File: src/rtl/lc3b_mem_seq_pkg.sv
// Shared types for the LC-3b data-side memory sequencer: FSM state encoding,
// byte-lane write masks and a helper that picks the next access state.
package lc3b_mem_seq_pkg;

    typedef enum logic [2:0] {
        ST_IDLE    = 3'd0,
        ST_IND_RD  = 3'd1,
        ST_ACC_RD  = 3'd2,
        ST_ACC_WR  = 3'd3,
        ST_BACKOFF = 3'd4,
        ST_DONE    = 3'd5
    } lc3b_memseq_state;

    localparam logic [1:0] WMASK_WORD = 2'b11;
    localparam logic [1:0] WMASK_LO   = 2'b01;
    localparam logic [1:0] WMASK_HI   = 2'b10;

    function automatic logic is_access(input lc3b_memseq_state s);
        return (s == ST_IND_RD) || (s == ST_ACC_RD) || (s == ST_ACC_WR);
    endfunction

    function automatic lc3b_memseq_state access_state(input logic more_ind, input logic write);
        if (more_ind)
            return ST_IND_RD;
        return write ? ST_ACC_WR : ST_ACC_RD;
    endfunction

endpackage

File: src/rtl/lc3b_mem_seq_timeout_ctr.sv
// Per-access timeout and retry bookkeeping for lc3b_mem_seq.
// tcnt restarts whenever the sequencer is not strobing; rcnt restarts per access.
module mem_timeout_ctr #(
    parameter int TIMEOUT = 255,
    parameter int RETRIES = 1
) (
    input  logic clk,
    input  logic rst,
    input  logic clear,
    input  logic busy,
    input  logic mem_resp,
    output logic expire,
    output logic exhausted
);

    localparam int TW = (TIMEOUT > 1) ? $clog2(TIMEOUT + 1) : 1;
    localparam int RW = (RETRIES > 0) ? $clog2(RETRIES + 1) : 1;

    logic [TW-1:0] tcnt;
    logic [RW-1:0] rcnt;

    assign expire    = busy && !mem_resp && (tcnt == TW'(TIMEOUT - 1));
    assign exhausted = (rcnt >= RW'(RETRIES));

    always_ff @(posedge clk) begin
        if (rst || clear || !busy || expire)
            tcnt <= '0;
        else if (!mem_resp)
            tcnt <= tcnt + TW'(1);
    end

    always_ff @(posedge clk) begin
        if (rst || clear)
            rcnt <= '0;
        else if (expire && !exhausted)
            rcnt <= rcnt + RW'(1);
    end

endmodule

File: src/rtl/lc3b_mem_seq.sv
// LC-3b data-side memory sequencer. States: IDLE accept | IND_RD pointer read |
// ACC_RD/ACC_WR data access | BACKOFF one idle cycle before retry | DONE response pulse.
module lc3b_mem_seq
    import lc3b_mem_seq_pkg::*;
#(
    parameter int WIDTH   = 16,
    parameter int MAX_IND = 2,
    parameter int TIMEOUT = 255,
    parameter int RETRIES = 1,
    localparam int IW     = (MAX_IND > 0) ? $clog2(MAX_IND + 1) : 1
) (
    input  logic             clk,
    input  logic             rst,
    input  logic             req_valid,
    output logic             req_ready,
    input  logic             req_write,
    input  logic             req_byte,
    input  logic [IW-1:0]    req_ind,
    input  logic [WIDTH-1:0] req_addr,
    input  logic [WIDTH-1:0] req_wdata,
    output logic             rsp_valid,
    output logic [WIDTH-1:0] rsp_rdata,
    output logic             rsp_err,
    output logic [WIDTH-1:0] mem_address,
    output logic             mem_read,
    output logic             mem_write,
    output logic [WIDTH-1:0] mem_wdata,
    output logic [1:0]       mem_byte_enable,
    input  logic [WIDTH-1:0] mem_rdata,
    input  logic             mem_resp
);

    typedef struct packed {
        logic             write;
        logic             byte_acc;
        logic [IW-1:0]    ind;
        logic [WIDTH-1:0] addr;
        logic [WIDTH-1:0] wdata;
    } lc3b_memseq_req;

    lc3b_memseq_state state, state_nx;
    lc3b_memseq_req   req_q, req_nx;
    logic [WIDTH-1:0] rdata_q, rdata_nx;
    logic             err_q, err_nx;

    logic             ctr_clear;
    logic             ctr_busy;
    logic             expire;
    logic             exhausted;

    logic [WIDTH-1:0] word_addr;
    logic [WIDTH-1:0] acc_addr;
    logic [WIDTH-1:0] lane_rdata;
    logic [WIDTH-1:0] byte_wdata;

    assign ctr_busy  = is_access(state);
    assign ctr_clear = (state == ST_IDLE) || (ctr_busy && mem_resp);

    mem_timeout_ctr #(
        .TIMEOUT (TIMEOUT),
        .RETRIES (RETRIES)
    ) u_timeout (
        .clk       (clk),
        .rst       (rst),
        .clear     (ctr_clear),
        .busy      (ctr_busy),
        .mem_resp  (mem_resp),
        .expire    (expire),
        .exhausted (exhausted)
    );

    always_ff @(posedge clk) begin
        if (rst) begin
            state   <= ST_IDLE;
            req_q   <= '0;
            rdata_q <= '0;
            err_q   <= 1'b0;
        end else begin
            state   <= state_nx;
            req_q   <= req_nx;
            rdata_q <= rdata_nx;
            err_q   <= err_nx;
        end
    end

    always_comb begin
        state_nx        = state;
        req_nx          = req_q;
        rdata_nx        = rdata_q;
        err_nx          = err_q;
        req_ready       = 1'b0;
        rsp_valid       = 1'b0;
        rsp_rdata       = '0;
        rsp_err         = 1'b0;
        mem_address     = '0;
        mem_read        = 1'b0;
        mem_write       = 1'b0;
        mem_wdata       = '0;
        mem_byte_enable = WMASK_WORD;

        word_addr       = req_q.addr;
        word_addr[0]    = 1'b0;
        acc_addr        = req_q.byte_acc ? req_q.addr : word_addr;
        lane_rdata      = '0;
        lane_rdata[7:0] = req_q.addr[0] ? mem_rdata[15:8] : mem_rdata[7:0];
        byte_wdata       = '0;
        byte_wdata[15:0] = {req_q.wdata[7:0], req_q.wdata[7:0]};

        case (state)
            ST_IDLE: begin
                req_ready = 1'b1;
                if (req_valid) begin
                    req_nx.write    = req_write;
                    req_nx.byte_acc = req_byte;
                    req_nx.ind      = req_ind;
                    req_nx.addr     = req_addr;
                    req_nx.wdata    = req_wdata;
                    rdata_nx        = '0;
                    err_nx          = 1'b0;
                    if (req_ind > IW'(MAX_IND)) begin
                        err_nx   = 1'b1;
                        state_nx = ST_DONE;
                    end else begin
                        state_nx = access_state(req_ind != '0, req_write);
                    end
                end
            end

            ST_IND_RD: begin
                mem_read    = 1'b1;
                mem_address = word_addr;
                if (mem_resp) begin
                    req_nx.addr = mem_rdata;
                    req_nx.ind  = req_q.ind - IW'(1);
                    state_nx    = access_state(req_q.ind > IW'(1), req_q.write);
                end
            end

            ST_ACC_RD: begin
                mem_read    = 1'b1;
                mem_address = acc_addr;
                if (mem_resp) begin
                    rdata_nx = req_q.byte_acc ? lane_rdata : mem_rdata;
                    state_nx = ST_DONE;
                end
            end

            ST_ACC_WR: begin
                mem_write   = 1'b1;
                mem_address = acc_addr;
                if (req_q.byte_acc) begin
                    mem_wdata       = byte_wdata;
                    mem_byte_enable = req_q.addr[0] ? WMASK_HI : WMASK_LO;
                end else begin
                    mem_wdata       = req_q.wdata;
                end
                if (mem_resp)
                    state_nx = ST_DONE;
            end

            ST_BACKOFF: begin
                // Remaining indirection count tells us which access to resume.
                state_nx = access_state(req_q.ind != '0, req_q.write);
            end

            ST_DONE: begin
                rsp_valid = 1'b1;
                rsp_rdata = rdata_q;
                rsp_err   = err_q;
                state_nx  = ST_IDLE;
            end

            default: state_nx = ST_IDLE;
        endcase

        // expire is already qualified by !mem_resp, so a coincident response wins.
        if (expire) begin
            if (exhausted) begin
                err_nx   = 1'b1;
                state_nx = ST_DONE;
            end else begin
                state_nx = ST_BACKOFF;
            end
        end
    end

endmodule

File: config.mk
export PLATFORM = sky130hd
export DESIGN_NAME = lc3b_mem_seq
export DESIGN_NICKNAME = d
export VERILOG_FILES = /design/src/rtl/lc3b_mem_seq_pkg.sv /design/src/rtl/lc3b_mem_seq_timeout_ctr.sv /design/src/rtl/lc3b_mem_seq.sv
export SDC_FILE = /design/constraint.sdc
export NUM_CORES = 1
export LEC_CHECK = 0
export ABC_AREA = 1
export CAP_MARGIN = 25
export CORE_ASPECT_RATIO = 0.5
export CORE_UTILIZATION = 50
export CTS_CLUSTER_SIZE = 30
export DETAILED_ROUTE_END_ITERATION = 8
export PLACE_DENSITY_LB_ADDON = 0.05
export SYNTH_ARGS = -nofsm -noshare
export SYNTH_HDL_FRONTEND = slang
export SYNTH_SLANG_ARGS = --single-unit
File: constraint.sdc
create_clock -name clk -period 3 [get_ports clk]
set_input_delay 0.45 -clock clk [delete_from_list [all_inputs] [get_ports clk]]
set_output_delay 0.45 -clock clk [all_outputs]
set_load 0.03 [all_outputs]
==> results.cfg, run 1 <==
[status]
run_status = complete, no violations

[synth]
synth_area_leader_cell = dfxtp_1
synth_flop_cell = dfxtp_1
yosysSeqAreaShare = 0.3760
synthCells = 523
synth_top_area_frac = 0.3760
yosysMostFrequentCell = nor2_1
synthTopCellsByCount = nor2_1, inv_1, nand2_1, dfxtp_1, o21ai_0
synth_edf_count = 0
ys_warn_count = 0
ys_ff_latch = 65
synth_fp_nets = 583
ys_async_sr_fraction = 0
synth_area_mm2 = 0.003461
syn_avg_cell_area_um2 = 6.617
synth_top_cells_by_area = dfxtp_1, nor2_1, inv_1
synth_cell_types = 32

[clocking]
cts.root.buffer_cell = clkbuf_16
post-cts-setup-buffers = 0
cts_max_level = 3
clk_latency_ns = 0.34
clk_pin_slew_ns = 0.05
cts_made_buffers = 9
cts_tree = built
clock_path_buffers = 2
cts_resized = 0
cts.sinks = 65
hold_buffers = 0

[min_path]
hold_path_class = reg2reg

[route]
drt-pass1-iter-count = 4
route.detailed.drc = 0
vias_per_cell = 5.011
drt_iter0_markers = 333
vias = 3593
wire_per_inst_um = 13.29
final_antenna_net_count = 0
wirelength_um = 9531

[global_route]
grt_max_degree = 40
grt_pass1_wl_um = 14630
use_met2 = 0.4129
antenna_found_initial = 0
met1_usage = 0.3726
busiest_layer = met2
grt_util_all_layers = 0.2685
use_met3 = 0.07801
grt_pass1_vias = 2990
grt-ovfl-total = 0

[critical_path]
worst_path_max_delay_cell = clkdlybuf4s50_1
path_buf_inv = 2
r2r_slack_ns = 1.13
crit_family = buffers and inverters
path_class = reg2out
worstPathCellList = nor2_1 > nor2_1 > inv_1 > nor2_1 > clkdlybuf4s50_1
cp-end-kind = primary output
arrival_ns = 2.34
start_kind = flip-flop
worst_path_largest_cell_delay_ns = 0.72
crit_fanout = 15
crit_top_cell = nor2_1
cp.required_ns = 2.55

[floorplanning]
dieArea_mm2 = 0.007279
ios = 111
start_util = 0.5445
die_w_um = 119.7
dieHeight_um = 60.83
core_area_mm2 = 0.006356
rows = 20

[power]
peakVddDrop_mv = 0.5052
p_leak_nw = 1.950
cellPowerDensity_mw_per_mm2 = 832.6

[sta]
clock_skew_ns = 0.005955
max_slew_margin = 0.6261
rsz0062_at_grt = no
finalMaxSlewViolations = 0
setup_viol = 0
hold_violations = 0
fin_tns_setup_ns = 0
fin_crit_sh = 0.9284
setup_ws_ns = 0.2148
max_freq_mhz = 359.0
worst_pin_slew_ns = 0.5603
final.min_clock_period_ns = 2.785

[final_layout]
antenna_cells = 0
area_delta_synth_final_pct = 39.41
drive_gt1_frac = 0.06995
nets = 685

[placement]
place.gp.congestion = 0.8491
port_buffers = 110
dp_slack_ns = 0.6551
place_hpwl_um = 6774

[job]
cap_violations = 0
metrics by stage:
stage	hold slack [ns]	power, W	std cells	util	instance area (um2)
after floorplan	0.4245	0.002647	523	-	3461
after global placement	0.4338	0.003029	702	0.7177	4562
after detailed placement	0.4403	0.003059	702	0.7177	4562
after CTS	0.4480	0.004015	717	0.7591	4825
after global routing	0.4636	0.004290	717	0.7591	4825
final	0.4453	0.004017	717	0.7591	4825
routing by layer:
metal	vias to the layer above	share of wire
li1	1862	-
met2	130	0.43
met1	1592	0.49
met4	0	0.0086
met3	9	0.071
met5	-	0
registers in the layout, summed over array words and instances (netlist names):
signal,cells
byte_wdata,8
err_q,1
u_timeout.tcnt,8
req_q,28
state,3
rdata_q,16
u_timeout.rcnt,1
tightest hold or removal path: stages, from the launching register on:
cell and delay [ns]:
dfxtp_1 0.29, inv_1 0.05, a21oi_1 0.05
power breakdown:
group / total [W] / switching (W) / leakage [nW] / internal, W
clock network: 0.000936 / 0.000366 / 0.135 / 0.000570
logic: 0.00177 / 0.00117 / 1.28 / 0.000602
registers: 0.00131 / 0.000155 / 0.535 / 0.00116
area by class of cell:
type,instances,area (um2)
Sequential cell,65,1301
Clock buffer,11,242.7
Tap cell,88,110.1
Fill cell,519,1531
Clock inverter,4,20.02
Inverter,84,315.3
Multi-Input combinational cell,348,1682
Timing Repair Buffer,117,1154
path summary, 6_finish.rpt:
kind,start,endpoint,cells past startpoint
worst max-delay path,state[0]$_SDFFE_PP0P_,mem_address[13],5
worst min-delay path,req_q[11]$_SDFFE_PP0P_,req_q[11]$_SDFFE_PP0P_,2
worst max register to register,state[1]$_SDFFE_PP0P_,req_q[16]$_SDFFE_PP0P_,8
worst min register to register,req_q[11]$_SDFFE_PP0P_,req_q[11]$_SDFFE_PP0P_,2
logic make-up after synthesis:
| kind of cell | synth area share |
|---|---|
| AO/OA/AOI/OAI | 0.2332 |
| adder cells (fa/ha/maj) | 0.01446 |
| flip-flops | 0.3760 |
| XOR/XNOR | 0.01012 |
| buffers and inverters | 0.1381 |
| AND/OR/NAND/NOR | 0.2281 |
layout by cell type, fill, tap and decap left out, types with 2 or more instances in the layout:
cell type,n
nand2_2,3
inv_2,4
nand2_4,2
a31oi_1,4
nand2_1,78
ha_1,4
o21ai_0,56
a21oi_1,50
nand3_1,15
clkbuf_16,9
inv_1,80
buf_4,7
clkdlybuf4s50_1,110
dfxtp_1,65
xor2_1,3
nand4_1,3
nor2_1,84
a21oi_2,10
clkinv_2,4
o21ai_1,25
Note: power is estimated with default switching activity, not from simulation.
==> run 2, diff against run 1 <==
--- a/config.mk
+++ b/config.mk
@@ -6,6 +6,7 @@
 export NUM_CORES = 1
 export LEC_CHECK = 0
 export ABC_AREA = 1
+export ABC_CLOCK_PERIOD_IN_PS = 3000
 export CAP_MARGIN = 25
 export CORE_ASPECT_RATIO = 0.5
 export CORE_UTILIZATION = 50
==> results of run 2 <==
No change in the layout: final DEF, timing and power equal those of run 1.
==> run 3, diff against run 2 <==
--- a/config.mk
+++ b/config.mk
@@ -7,7 +7,7 @@
 export LEC_CHECK = 0
 export ABC_AREA = 1
 export ABC_CLOCK_PERIOD_IN_PS = 3000
-export CAP_MARGIN = 25
+export CAP_MARGIN = 5
 export CORE_ASPECT_RATIO = 0.5
 export CORE_UTILIZATION = 50
 export CTS_CLUSTER_SIZE = 30
==> results of run 3 <==
No change in the layout: final DEF, timing and power equal those of run 1.
